==> src/rtl/ps2_pkg.sv <==
// Shared PS/2 definitions: controller states, odd parity and default timing.
// Timing defaults are expressed in microseconds and scaled by the system clock.
package ps2_pkg;

    typedef enum logic [2:0] {
        IDLE,
        INHIBIT,
        START,
        WAIT_EDGE,
        WAIT_IDLE,
        DONE,
        ERR
    } ps2_state_e;

    localparam int DEF_CLK_FREQ_HZ  = 50_000_000;
    localparam int INHIBIT_US       = 120;
    localparam int START_TIMEOUT_US = 15_000;
    localparam int XFER_TIMEOUT_US  = 2_000;
    localparam int DEF_FILTER_LEN   = 8;

    function automatic int cycles_for_us(input int clk_hz, input int us);
        return (clk_hz / 1_000_000) * us;
    endfunction

    localparam int DEF_INHIBIT_CYCLES = cycles_for_us(DEF_CLK_FREQ_HZ, INHIBIT_US);
    localparam int DEF_START_TIMEOUT  = cycles_for_us(DEF_CLK_FREQ_HZ, START_TIMEOUT_US);
    localparam int DEF_XFER_TIMEOUT   = cycles_for_us(DEF_CLK_FREQ_HZ, XFER_TIMEOUT_US);

    // Odd parity: the parity bit makes the total count of ones odd.
    function automatic logic odd_parity(input logic [7:0] b);
        return ~^b;
    endfunction

    function automatic int max3(input int a, input int b, input int c);
        int m;
        m = (a > b) ? a : b;
        return (m > c) ? m : c;
    endfunction

endpackage

==> src/rtl/ps2_line_filter.sv <==
// Pad conditioner: 2-FF synchronizer then a FILTER_LEN-sample agreement filter, idle-high.
// Latency: 2 sync cycles + FILTER_LEN samples before filt_out follows a pad change.
// Backpressure: none; free-running every clock.
module ps2_line_filter #(
    parameter int FILTER_LEN = 8
) (
    input  logic clk,
    input  logic reset,
    input  logic pad_in,
    output logic filt_out
);

    localparam int CW = (FILTER_LEN > 1) ? $clog2(FILTER_LEN) : 1;

    logic          sync1_q, sync2_q;
    logic          filt_q, filt_d;
    logic [CW-1:0] cnt_q, cnt_d;

    always_ff @(posedge clk or negedge reset) begin
        if (!reset) begin
            sync1_q <= 1'b1;
            sync2_q <= 1'b1;
            filt_q  <= 1'b1;
            cnt_q   <= '0;
        end else begin
            sync1_q <= pad_in;
            sync2_q <= sync1_q;
            filt_q  <= filt_d;
            cnt_q   <= cnt_d;
        end
    end

    // Any sample that agrees with the current output restarts the run count.
    always_comb begin
        filt_d = filt_q;
        cnt_d  = '0;
        if (sync2_q != filt_q) begin
            if (cnt_q == CW'(FILTER_LEN - 1)) begin
                filt_d = sync2_q;
            end else begin
                cnt_d = cnt_q + 1'b1;
            end
        end
    end

    assign filt_out = filt_q;

endmodule

==> src/rtl/ps2_host_tx.sv <==
// PS/2 host-to-device transmitter: inhibit, start, 8 data LSB first, odd parity, stop, ACK check.
// Latency: INHIBIT_CYCLES then device-clocked; outputs registered, oe updates 1 cycle after edge detect.
// Backpressure: tx_ready only in IDLE; tx_valid ignored while busy.
module ps2_host_tx import ps2_pkg::*; #(
    parameter int CLK_FREQ_HZ    = DEF_CLK_FREQ_HZ,
    parameter int INHIBIT_CYCLES = cycles_for_us(CLK_FREQ_HZ, INHIBIT_US),
    parameter int START_TIMEOUT  = cycles_for_us(CLK_FREQ_HZ, START_TIMEOUT_US),
    parameter int XFER_TIMEOUT   = cycles_for_us(CLK_FREQ_HZ, XFER_TIMEOUT_US),
    parameter int FILTER_LEN     = DEF_FILTER_LEN
) (
    input  logic       clk,
    input  logic       reset,
    input  logic [7:0] tx_data,
    input  logic       tx_valid,
    output logic       tx_ready,
    output logic       busy,
    output logic       done,
    output logic       error,
    input  logic       ps2_clk_in,
    input  logic       ps2_dat_in,
    output logic       ps2_clk_oe,
    output logic       ps2_dat_oe
);

    localparam int TMAX = max3(INHIBIT_CYCLES, START_TIMEOUT, XFER_TIMEOUT);
    localparam int TW   = $clog2(TMAX + 1);

    ps2_state_e    state_q, state_d;
    logic [TW-1:0] timer_q, timer_d;
    logic [3:0]    bit_q, bit_d;
    logic [7:0]    data_q, data_d;
    logic          clk_oe_q, clk_oe_d;
    logic          dat_oe_q, dat_oe_d;
    logic          done_q, done_d;
    logic          error_q, error_d;
    logic          nack_q, nack_d;
    logic          clk_prev_q, clk_prev_d;

    logic          clk_filt, dat_filt, clk_fall;
    logic [TW-1:0] timeout_lim;

    ps2_line_filter #(.FILTER_LEN(FILTER_LEN)) u_clk_filter (
        .clk      (clk),
        .reset    (reset),
        .pad_in   (ps2_clk_in),
        .filt_out (clk_filt)
    );

    ps2_line_filter #(.FILTER_LEN(FILTER_LEN)) u_dat_filter (
        .clk      (clk),
        .reset    (reset),
        .pad_in   (ps2_dat_in),
        .filt_out (dat_filt)
    );

    always_ff @(posedge clk or negedge reset) begin
        if (!reset) begin
            state_q    <= IDLE;
            timer_q    <= '0;
            bit_q      <= '0;
            data_q     <= '0;
            clk_oe_q   <= 1'b0;
            dat_oe_q   <= 1'b0;
            done_q     <= 1'b0;
            error_q    <= 1'b0;
            nack_q     <= 1'b0;
            clk_prev_q <= 1'b1;
        end else begin
            state_q    <= state_d;
            timer_q    <= timer_d;
            bit_q      <= bit_d;
            data_q     <= data_d;
            clk_oe_q   <= clk_oe_d;
            dat_oe_q   <= dat_oe_d;
            done_q     <= done_d;
            error_q    <= error_d;
            nack_q     <= nack_d;
            clk_prev_q <= clk_prev_d;
        end
    end

    assign clk_fall = clk_prev_q & ~clk_filt;

    // timer_q counts cycles since the reference point (clock release, then first edge);
    // firing two short lets ERR and DONE land done exactly on the limit.
    assign timeout_lim = (bit_q == 4'd0) ? TW'(START_TIMEOUT - 2) : TW'(XFER_TIMEOUT - 2);

    always_comb begin
        state_d    = state_q;
        timer_d    = timer_q;
        bit_d      = bit_q;
        data_d     = data_q;
        clk_oe_d   = clk_oe_q;
        dat_oe_d   = dat_oe_q;
        done_d     = 1'b0;
        error_d    = error_q;
        nack_d     = nack_q;
        clk_prev_d = clk_filt;

        case (state_q)
            IDLE: begin
                if (tx_valid) begin
                    data_d   = tx_data;
                    state_d  = INHIBIT;
                    clk_oe_d = 1'b1;
                    timer_d  = '0;
                    nack_d   = 1'b0;
                    error_d  = 1'b0;
                end
            end
            INHIBIT: begin
                timer_d = timer_q + 1'b1;
                if (timer_q == TW'(INHIBIT_CYCLES - 2)) begin
                    state_d  = START;
                    dat_oe_d = 1'b1;
                end
            end
            START: begin
                state_d  = WAIT_EDGE;
                clk_oe_d = 1'b0;
                bit_d    = '0;
                timer_d  = '0;
            end
            WAIT_EDGE: begin
                timer_d = timer_q + 1'b1;
                if (timer_q == timeout_lim) begin
                    state_d  = ERR;
                    clk_oe_d = 1'b0;
                    dat_oe_d = 1'b0;
                end else if (clk_fall) begin
                    bit_d = bit_q + 1'b1;
                    if (bit_q == 4'd0) begin
                        timer_d = TW'(1);
                    end
                    if (bit_q < 4'd8) begin
                        dat_oe_d = ~data_q[bit_q[2:0]];
                    end else if (bit_q == 4'd8) begin
                        dat_oe_d = ~odd_parity(data_q);
                    end else if (bit_q == 4'd9) begin
                        dat_oe_d = 1'b0;
                    end else begin
                        nack_d  = dat_filt;
                        state_d = WAIT_IDLE;
                    end
                end
            end
            WAIT_IDLE: begin
                if (clk_filt && dat_filt) begin
                    state_d = DONE;
                    done_d  = 1'b1;
                    error_d = nack_q;
                end
            end
            DONE: begin
                state_d = IDLE;
            end
            ERR: begin
                clk_oe_d = 1'b0;
                dat_oe_d = 1'b0;
                state_d  = DONE;
                done_d   = 1'b1;
                error_d  = 1'b1;
            end
            default: begin
                state_d = IDLE;
            end
        endcase
    end

    assign tx_ready   = (state_q == IDLE);
    assign busy       = (state_q != IDLE);
    assign done       = done_q;
    assign error      = error_q;
    assign ps2_clk_oe = clk_oe_q;
    assign ps2_dat_oe = dat_oe_q;

endmodule

==> config.mk <==
export PLATFORM = sky130hd
export DESIGN_NAME = ps2_host_tx
export DESIGN_NICKNAME = d
export VERILOG_FILES = /design/src/rtl/ps2_pkg.sv /design/src/rtl/ps2_line_filter.sv /design/src/rtl/ps2_host_tx.sv
export SDC_FILE = /design/constraint.sdc
export NUM_CORES = 1
export LEC_CHECK = 0
export CAP_MARGIN = 25
export CORE_MARGIN = 2
export CORE_UTILIZATION = 34
export CTS_BUF_LIST = sky130_fd_sc_hd__clkbuf_2
export DETAILED_ROUTE_END_ITERATION = 7
export GPL_TIMING_DRIVEN = 0
export PLACE_DENSITY = 0.56
export SLEW_MARGIN = 20
export SYNTH_ARGS = -nofsm -noshare
export SYNTH_HDL_FRONTEND = slang
export SYNTH_SLANG_ARGS = --single-unit
==> constraint.sdc <==
create_clock -name clk -period 3.45 [get_ports clk]
set_clock_uncertainty 0.1 [all_clocks]
set_input_delay 0.5175 -clock clk [delete_from_list [all_inputs] [get_ports clk]]
set_output_delay 0.5175 -clock clk [all_outputs]
set_load 0.05 [all_outputs]
==> results of run 1 <==
-- critical path, delay by kind of cell, from the launching register on --
kind,cells,cell delay [ps]
fa+ha+maj,1,210
simple gates,2,720
compound gates,4,860
buf+inv,2,330
flops,1,560
-- per-stage QoR --
stage	instance area, um^2	setup slack (ps)	hold slack [ps]	utilization (%)	power, mW
after floorplan	2900	1020	122	-	0.800
final	3260	601	276	39.5	1.11
after global placement	3210	53.7	246	38.9	0.849
after global routing	3260	351	277	39.5	1.17
after detailed placement	3210	662	248	38.8	0.857
after CTS	3260	574	278	39.5	1.13
-- power by group --
group | internal (mW) | leakage (nW) | switching [mW]
Combinational | 0.0629 | 0.734 | 0.0661
Sequential | 0.680 | 0.649 | 0.0334
Clock | 0.0525 | 0.0310 | 0.213
-- area by class of cell --
cell class | count | area [um^2]
well taps | 105 | 131
repair buffers | 19 | 188
clock inverters | 3 | 21.3
flip-flops and latches | 53 | 1340
clock buffers | 5 | 25.0
multi-input cells | 206 | 1470
fillers | 842 | 4990
inverters | 9 | 33.8
plain buffers | 11 | 57.6
-- cells in the final DEF (no fill, tap or decap), types with 3 or more instances in the layout --
cell type         n
clkbuf_1          8
dfstp_2           7
nor2_1           23
ha_1              9
dfrtp_1          46
clkbuf_2          5
a22o_1           11
inv_1             9
a21o_1            7
a31oi_1           6
nor3_1            5
nor2b_1           8
o22ai_1           3
nand3_1          13
and2_1            5
nand4_1           4
nand2_1          23
xnor2_1           7
nor4_1            3
mux2i_1           5
a21oi_1           9
mux2_2           11
o21ai_0          11
o211ai_1          3
clkdlybuf4s50_1  17
nand2b_1          4
xor2_1            3
-- logic make-up after synthesis --
family / count (synthesis) / synth area share (%)
mux: 18 / 7.55
buf+inv: 20 / 3.15
simple gates: 106 / 20.2
fa+ha+maj: 9 / 3.88
flops: 53 / 46.1
xor+xnor: 10 / 3.02
compound gates: 63 / 16.2
-- sequential cells by signal, indices dropped and copies added, names as in the netlist --
| signal | cells |
|---|---|
| u_clk_filter.filt_out | 1 |
| timer_q | 20 |
| u_dat_filter.cnt_q | 3 |
| data_q | 8 |
| ps2_dat_oe | 1 |
| done | 1 |
| clk_prev_q | 1 |
| u_clk_filter.cnt_q | 3 |
| u_clk_filter.sync1_q | 1 |
| u_dat_filter.sync2_q | 1 |
| ps2_clk_oe | 1 |
| bit_q | 4 |
| state_q | 3 |
| error | 1 |
| u_dat_filter.sync1_q | 1 |
| u_clk_filter.sync2_q | 1 |
| nack_q | 1 |
| u_dat_filter.filt_out | 1 |
-- metal layers --
layer | share of wire [%] | vias to the layer above | global-route usage, %
li1 | - | 1071 | -
met2 | 47 | 48 | 23.8
met4 | 0.90 | 0 | 3.17
met5 | 0 | - | 0
met3 | 4.0 | 7 | 2.66
met1 | 48 | 1076 | 19.3
-- path summary, 6_finish.rpt --
kind	to	slack [ps]	startpoint	cells after the start
min in group asynchronous	bit_q[1]$_DFFE_PN0P_	490	reset	2
setup / recovery	timer_q[19]$_DFFE_PN0P_	600	bit_q[0]$_DFFE_PN0P_	9
max in group asynchronous	timer_q[9]$_DFFE_PN0P_	2320	reset	2
hold reg to reg	u_dat_filter.sync2_q$_DFF_PN1_	280	u_dat_filter.sync1_q$_DFF_PN1_	0
setup reg to reg	timer_q[19]$_DFFE_PN0P_	600	bit_q[0]$_DFFE_PN0P_	9
hold / removal	u_dat_filter.sync2_q$_DFF_PN1_	280	u_dat_filter.sync1_q$_DFF_PN1_	0
==> metrics.md, run 1 <==
| Metric | Value |
|---|---|
| Outcome | `finished, final reports clean` |
| DR DRC count | `0` |
| Clk_lat worst skew | `460 ps` |
| Post-Syn Instances | `about 280` |
| Drt first pass iters | `4` |
| Post-synth top flop | `dfrtp_1` |
| Worst Max-Slew Pin Slew | `~680 ps` |
| Ranking of synthesized cells by area | `dfrtp_1 40%, dfstp_2 6.3%, mux2_2 4.3%` |
| Share of cells above drive strength 1 | `13.1%` |
| Initial Util | `between 30% and 40%` |
| EDFF count, synth | `0` |
| Max Cap Viol | `0` |
| Total track usage | `between 10 and 15%` |
| Gpl congestion | `between 0.8 and 0.9` |
| Final Hold Vio Count | `0` |
| Vias in the first global route | `2,087` |
| Critical path peak fanout | `10` |
| Worst path cell trace | `inv_1 > ha_1 > or3b_4 > nor4_4 > o211ai_4 > a41oi_4 > buf_6 > a41oi_1 > a31oi_1` |
| Ys Warns | `0` |
| F_max | `351 MHz` |
| 1st-iter DRT viols | `74` |
| IO Count | `19` |
| Top-area cell type share of the netlist area | `between 30% and 40%` |
| CP endpoint kind | `register` |
| PortBufs | `18` |
| Routed Antenna Nets | `0` |
| Post-CTS sizing | `0` |
| Most common cell in the synthesized netlist | `dfrtp_1` |
| Syn_nets | `301` |
| Die W | `96.3 um` |
| Sink Count | `between 50 and 60` |
| Vias per cell | `around 5.4` |
| Global-route wire length before repair | `between 10,000 and 15,000 um` |
| CP startpoint kind | `register` |
| Hpwl dp | `4270 um` |
| ANT cells | `0` |
| DR vias | `2,202` |
| Power density over cell area | `~340 mW/mm^2` |
| Largest net degree at the start of global routing | `54` |
| Avg Inst Size Synth | `between 10 and 15 um^2` |
| Tcrit/Tclk final | `about 83%` |
| WS Path Type | `reg2reg` |
| Nets@finish | `approximately 330` |
| Total gr overflow | `0` |
| Setup bufs post-CTS | `0` |
| Initial antenna violation count | `0` |
| H-tree Lvls | `2` |
| Cts hold-fix bufs | `1` |
| Final wirelength | `6090 um` |
| Core box area | `~0.0083 mm^2` |
| Async SR Flop Fraction | `100%` |
| CTS tree | `yes` |
| Routed wire per std cell | `approximately 15 um` |
| Crit path DAT | `3150 ps` |
| Count of pins over their slew limit | `0` |
| Layout area overhead | `12.6%` |
| # placed instances | `402` |
| Die area | `0.00928 mm^2` |
| Die Span Y | `between 90 and 100 um` |
| Final setup fails | `0` |
| Rows | `33` |
| Slowest stage delay, CP | `approximately 560 ps` |
| Final Non-Filler Cells | `411` |
| Leakage power | `roughly 1.4 nW` |
| Clk root buf | `clkbuf_2` |
| Setup TNS | `0 ps` |
| Final Critical Period | `about 2800 ps` |
| HP Class | `reg2reg` |
| Synth top cells by count | `46 x dfrtp_1, 23 x nand2_1, 23 x nor2_1` |
| Post-synthesis sequential element count | `between 50 and 60` |
| Relative slew slack | `a little over half` |
| Mapped Area | `a little under 0.003 mm^2` |
| Peak VDD IR | `0.000161 V` |
| Maximum buffer depth of the clock tree | `2` |
| Seq/Total Area, Yosys | `a little under half` |
| Req. time, crit path | `3760 ps` |
| Clock-pin slew of the registers on the worst-case setup and hold paths | `300 ps` |
| Dominant cell type by area after synthesis | `dfrtp_1` |
| CTS Buf Count | `5` |
| Post-synthesis cell type count | `52` |
| Slowest cell on crit path | `dfrtp_1` |
| RSZ-0062 raised after global routing | `false` |
(Power assumes the default switching activity.)
==> run 2: changes to the inputs <==
==> constraint.sdc (replaced) <==
create_clock -name clk -period 2.8 [get_ports clk]
set_clock_uncertainty 0.1 [all_clocks]
set_input_delay 0.42 -clock clk [delete_from_list [all_inputs] [get_ports clk]]
set_output_delay 0.42 -clock clk [all_outputs]
set_load 0.05 [all_outputs]
==> run 2 against run 1 <==
  * Sequential share of layout area is 0.87 points lower
  * Utilization increased by 0.94 points
  * Highest routed layer unchanged
  * Clock-buffer cell count did not move
  * Routed wire length hardly changed
  * Sequential power rose by 23%
  * Largest power group unchanged
  * Fmax up 8.8%
  * Via count is 1.0% higher
  * Critical endpoint is now nack_q$_DFFE_PN0P_
  * Cell area up 2.4%
==> metrics.md, run 2 (synthesis gave the netlist of run 1 again) <==
| Metric | Value |
|---|---|
| Commonest non-fill, non-tap cell in the layout | `dfrtp_1` |
| 1st-iter DRT viols | `56 (-24%)` |
| Drt first pass iters | `4 (unchanged)` |
| Peak VDD IR | `0.000198 V (+23%)` |
| Sw frac | `28.1% (-0.14 points)` |
| Maximum buffer depth of the clock tree | `2 (unchanged)` |
| DR DRC count | `0 (unchanged)` |
| Power density over cell area | `408 mW/mm^2 (+20%)` |
| Initial antenna violation count | `0 (unchanged)` |
| Gpl congestion | `0.829 (unchanged)` |
| Leakage power | `1.45 nW (+2.5%)` |
| Rows | `33 (unchanged)` |
| Die Span Y | `96.3 um (unchanged)` |
| Total track usage | `14.3% (+0.017 points)` |
| Critical path buffers and inverters | `2 (unchanged)` |
| Count of pins over their slew limit | `0 (unchanged)` |
| Share of cells above drive strength 1 | `16.9% (+3.8 points)` |
| Sink Count | `53 (unchanged)` |
| Routed Antenna Nets | `0 (unchanged)` |
| Clk root buf | `clkbuf_2` |
| CP top delay family | `simple AND/OR/NAND/NOR gates` |
| Tcrit/Tclk final | `93.5% (+11 points)` |
| Max Cap Viol | `0 (unchanged)` |
| Vias in the first global route | `2,090 (+0.14%)` |
| WS Path Type | `reg2reg` |
| Global-route wire length before repair | `10,300 um (about the same)` |
| Tot Pwr | `1.36 mW (+23%)` |
| Core box area | `0.00826 mm^2 (unchanged)` |
| ANT cells | `0 (unchanged)` |
| Die area | `0.00928 mm^2 (unchanged)` |
| R2R Setup Slk | `180 ps (-420 ps)` |
| Largest net degree at the start of global routing | `54 (unchanged)` |
| Reg power frac | `64.5% (about the same)` |
| CP endpoint kind | `register` |
| CTS tree | `yes` |
| Layout fillers | `841 (-0.12%)` |
| CP startpoint kind | `register` |
| Clock-pin slew of the registers on the worst-case setup and hold paths | `290 ps (about the same)` |
| Outcome | `finished, final reports clean` |
| Slowest stage delay, CP | `500 ps (-60 ps)` |
| Vias per cell | `5.31 (-0.93%)` |
| NetSw | `0.383 mW (+22%)` |
| Final setup fails | `0 (unchanged)` |
| Clk_lat worst skew | `460 ps (about the same)` |
| PortBufs | `18 (unchanged)` |
| Final Hold Vio Count | `0 (unchanged)` |
| DR vias | `2,224 (+1.0%)` |
| Slowest cell on crit path | `dfrtp_2` |
| Crit path DAT | `2900 ps (-250 ps)` |
| Critical path peak fanout | `8 (-2)` |
| Final wirelength | `6090 um (about the same)` |
| Hpwl dp | `4270 um (unchanged)` |
| Worst Max-Slew Pin Slew | `678 ps (+1.73 ps)` |
| Initial Util | `35.1% (unchanged)` |
| Layout area overhead | `15.3%` |
| H-tree Lvls | `2 (unchanged)` |
| Commonest non-fill, non-tap cells in the layout | `44 x dfrtp_1, 23 x nor2_1, 23 x nand2_1, 17 x clkdlybuf4s50_1, 13 x nand3_1` |
| Final Critical Period | `2620 ps (-231 ps)` |
| HP Class | `in2reg` |
| Worst path cell trace | `inv_1 > ha_2 > nor3b_4 > nor4b_2 > o211ai_4 > buf_4 > nand2_2 > nor3_2 > mux2_2` |
| Internal power | `0.980 mW (+23%)` |
| Routed wire per std cell | `14.5 um (-1.9%)` |
| Top reg by flops | `timer_q` |
| F_max | `382 MHz (+8.8%)` |
| Max FFs per register | `20 (unchanged)` |
| Largest regs | `timer_q: 20 flops, data_q: 8 flops, bit_q: 4 flops` |
| Clock power share | `23.8% (-0.2 points)` |
| Combinational share of power | `11.7% (about the same)` |
| CTS Buf Count | `5 (unchanged)` |
| Die W | `96.3 um (unchanged)` |
| RSZ-0062 raised after global routing | `false` |
| Setup TNS | `0 ps (unchanged)` |
| Total gr overflow | `0 (unchanged)` |
| Hold slack | `228 ps (-48.3 ps)` |
| Relative slew slack | `54.8% (-0.12 points)` |
| Req. time, crit path | `3080 ps (-680 ps)` |
| Nets@finish | `335 (+2.4%)` |
| IO Count | `19 (unchanged)` |
==> run 2: changes by cell type in the layout (fill, tap and decap cells not counted), sizes merged <==
cell and change:
buf +8
==> run 2: layout make-up <==
cell class	count	area (um^2)	share of cell area [%]
Multi-Input combinational cell	206	1490	44.5
Sequential cell	53	1340	40.0
Timing Repair Buffer	27	248	7.41
Tap cell	105	131	3.93
Buffer	11	57.6	1.72
Inverter	9	33.8	1.01
Clock buffer	5	25.0	0.749
Clock inverter	3	21.3	0.636
==> run 2: path summary, 6_finish.rpt <==
kind                                                 from                              to  cells past startpoint
setup / recovery                     bit_q[1]$_DFFE_PN0P_              nack_q$_DFFE_PN0P_                      9
hold / removal                                 ps2_dat_in  u_dat_filter.sync1_q$_DFF_PN1_                      1
setup reg to reg                     bit_q[1]$_DFFE_PN0P_              nack_q$_DFFE_PN0P_                      9
hold reg to reg            u_dat_filter.sync1_q$_DFF_PN1_  u_dat_filter.sync2_q$_DFF_PN1_                      0
max in group asynchronous                           reset            bit_q[0]$_DFFE_PN0P_                      2
min in group asynchronous                           reset            bit_q[3]$_DFFE_PN0P_                      2
==> run 2: repair_timing <==
item,CTS,global route
gates cloned,0,0
pin swaps,1,3
endpoints found under the hold margin,46,0
endpoints found under the setup margin,14,18
gates resized for setup,1,5
hold buffers,1,0
buffers inserted,0,8
==> run 2: through the flow <==
stage                     cells  utilization [%]  instance area, um^2  setup slack (ps)
after detailed placement    402             38.8                 3210              11.9
after CTS                   411             39.5                 3270            0.0575
after global routing        419             40.5                 3340              15.6
after global placement      402             38.9                 3210              -499
final                       419             40.5                 3340               182
after floorplan             279                -                 2900               366
==> run 2: per-layer routing <==
layer,GRT usage [%],wire length [um]
met5,0,0
met4,3.17,55
met3,2.66,160
met2,23.8,2860
met1,19.3,3020
==> run 2: power by group through the flow <==
| stage | combinational, mW | sequential (mW) | clock, mW |
|---|---|---|---|
| final | 0.159 | 0.879 | 0.325 |
| after global routing | 0.181 | 0.890 | 0.373 |
| after CTS | 0.163 | 0.881 | 0.342 |
| after detailed placement | 0.162 | 0.895 | 0 |
| after global placement | 0.155 | 0.891 | 0 |
| after floorplan | 0.105 | 0.881 | 0 |
==> run 3: changes to the inputs <==
--- a/config.mk
+++ b/config.mk
@@ -10,7 +10,6 @@
 export CORE_UTILIZATION = 34
 export CTS_BUF_LIST = sky130_fd_sc_hd__clkbuf_2
 export DETAILED_ROUTE_END_ITERATION = 7
-export GPL_TIMING_DRIVEN = 0
 export PLACE_DENSITY = 0.56
 export SLEW_MARGIN = 20
 export SYNTH_ARGS = -nofsm -noshare
==> run 3 against run 2 <==
  * Non-clock buffer count down 8
  * Via count down 0.31%
  * First-iteration DRC count up 46%
  * Cell count down 1.9%
  * Hold slack worse by 34 ps
  * Combinational power about the same
  * Sequential power about the same
==> metrics.md, run 3 (synthesis gave the netlist of run 1 again) <==
| Metric | Value |
|---|---|
| Outcome | `finished, final reports clean` |
| Hold slack | `194 ps (-33.7 ps)` |
| NetSw | `0.388 mW (+1.4%)` |
| Peak VDD IR | `0.000184 V (-7.3%)` |
| Final Hold Vio Count | `0 (unchanged)` |
| Final Non-Filler Cells | `411 (-1.9%)` |
| Max FFs per register | `20 (unchanged)` |
| Final Critical Period | `2670 ps (+53.4 ps)` |
| IO Count | `19 (unchanged)` |
| ANT cells | `0 (unchanged)` |
| Die W | `96.3 um (unchanged)` |
| Top reg by flops | `timer_q` |
| Nets@finish | `327 (-2.4%)` |
| Worst hold stages | `1 (unchanged)` |
| Setup TNS | `0 ps (unchanged)` |
| # placed instances | `400 (-0.50%)` |
| Clk_lat worst skew | `470 ps (about the same)` |
| Total track usage | `14.3% (about the same)` |
| Req. time, crit path | `2280 ps (-800 ps)` |
| Routed wire per std cell | `14.2 um (-2.2%)` |
| Leakage power | `1.48 nW (+1.9%)` |
| Hpwl dp | `4110 um (-3.9%)` |
| CTS Buf Count | `5 (unchanged)` |
| Worst reg-to-reg path cell count | `8 (-1)` |
| HP Class | `in2reg` |
| Initial Util | `35.1% (unchanged)` |
| Routed Antenna Nets | `0 (unchanged)` |
| Die area | `0.00928 mm^2 (unchanged)` |
| CTS tree | `yes` |
| DR vias | `2,217 (-0.31%)` |
| Commonest non-fill, non-tap cell in the layout | `dfrtp_1` |
| DR DRC count | `0 (unchanged)` |
| Global-route wire length before repair | `10,400 um (+0.79%)` |
| Crit path DAT | `2150 ps (-750 ps)` |
| Largest net degree at the start of global routing | `54 (unchanged)` |
| H-tree Lvls | `2 (unchanged)` |
| Multi-input gate area | `0.00147 mm^2 (-1.0%)` |
| Final setup fails | `0 (unchanged)` |
| Share of cells above drive strength 1 | `16.7% (-0.21 points)` |
| Count of pins over their slew limit | `0 (unchanged)` |
| PortBufs | `18 (unchanged)` |
| Die Span Y | `96.3 um (unchanged)` |
| Tcrit/Tclk final | `95.4% (+1.9 points)` |
| Layout area overhead | `14.9%` |
| Internal power | `1.07 mW (+9.5%)` |
| F_max | `374 MHz (-2.0%)` |
| Relative slew slack | `55.0% (+0.23 points)` |
| Core box area | `0.00826 mm^2 (unchanged)` |
| Design Area, Final | `0.00333 mm^2 (-0.34%)` |
| Reg power frac | `60.2% (-4.3 points)` |
| Vias in the first global route | `2,218 (+6.1%)` |
| CP endpoint kind | `primary output` |
| Critical path peak fanout | `12 (+4)` |
| Maximum buffer depth of the clock tree | `2 (unchanged)` |
| Power density over cell area | `439 mW/mm^2 (+7.6%)` |
| Layout fillers | `834 (-0.83%)` |
| Largest regs | `timer_q: 20 flops, data_q: 8 flops, bit_q: 4 flops` |
| Drt first pass iters | `4 (unchanged)` |
| Rows | `33 (unchanged)` |
| Final wirelength | `5840 um (-4.1%)` |
| Total gr overflow | `0 (unchanged)` |
| WS Path Type | `reg2out` |
| Clk root buf | `clkbuf_2` |
| Commonest non-fill, non-tap cells in the layout | `44 x dfrtp_1, 23 x nor2_1, 23 x nand2_1, 16 x clkdlybuf4s50_1, 13 x nand3_1` |
| RSZ-0062 raised after global routing | `false` |
| Sink Count | `53 (unchanged)` |
| Clock power share | `29.1% (+5.3 points)` |
| Max Cap Viol | `0 (unchanged)` |
| Combinational share of power | `10.7% (-1.0 points)` |
| Worst Max-Slew Pin Slew | `675 ps (-3.38 ps)` |
| CP startpoint kind | `register` |
| Area post-placement | `0.00323 mm^2 (+0.62%)` |
| Clock-pin slew of the registers on the worst-case setup and hold paths | `290 ps (about the same)` |
| Initial antenna violation count | `0 (unchanged)` |
| 1st-iter DRT viols | `82 (+46%)` |
| Gpl congestion | `0.777 (-6.3%)` |
| Sw frac | `26.5% (-1.5 points)` |
| Register Area | `0.00134 mm^2 (unchanged)` |
| Tot Pwr | `1.46 mW (+7.2%)` |
| Vias per cell | `5.39 (+1.6%)` |
## run 3: stage by stage
stage                     worst slack (ps)  utilization, %
after floorplan                        366               -
after global placement                 261            39.1
after detailed placement               187            39.1
after CTS                             11.6            40.1
after global routing                  5.09            40.3
final                                  129            40.3
## run 3: power groups by stage
stage / combinational [mW] / clock (mW) / sequential, mW
floorplan: 0.105 / 0 / 0.881
global placement: 0.155 / 0 / 0.890
detailed placement: 0.157 / 0 / 0.893
CTS: 0.160 / 0.446 / 0.880
global route: 0.182 / 0.474 / 0.887
finish: 0.156 / 0.426 / 0.879
## run 3: metal layers
metal	vias up	global-route usage, %	wire length, um
li1	1070	-	-
met1	1085	19.3	2760
met2	52	23.5	2730
met3	10	2.58	265
met4	0	4.23	91
met5	-	0	0
## run 3: worst max-delay path, stage by stage, from the launching register on
cell	delay [ps]
dfrtp_1	630
nor2_1	110
nand2_1	120
clkdlybuf4s50_1	810
## run 3: final cells by class
class / instances / area share, %
timing repair buffer: 30 / 8.49
sequential: 53 / 40.2
multi-input combinational: 206 / 44.2
clock inverter: 3 / 1.43
clock buffer: 5 / 0.751
inverter: 9 / 1.01
tap: 105 / 3.94
## run 3: final timing paths
| check | startpoint | endpoint | slack (ps) |
|---|---|---|---|
| worst min register to register | u_clk_filter.sync1_q$_DFF_PN1_ | u_clk_filter.sync2_q$_DFF_PN1_ | 280 |
| worst max register to register | bit_q[1]$_DFFE_PN0P_ | timer_q[19]$_DFFE_PN0P_ | 200 |
| max in group asynchronous | reset | bit_q[1]$_DFFE_PN0P_ | 1680 |
| min in group asynchronous | reset | timer_q[10]$_DFFE_PN0P_ | 440 |
| worst max-delay path | state_q[2]$_DFFE_PN0P_ | busy | 130 |
| worst min-delay path | ps2_dat_in | u_dat_filter.sync1_q$_DFF_PN1_ | 190 |
## run 3: repair_timing
item	CTS	global route
endpoints found under the setup margin	0	4
setup buffers	0	2
hold endpoints to repair	46	0
hold buffers	1	0
gates resized for setup	0	3
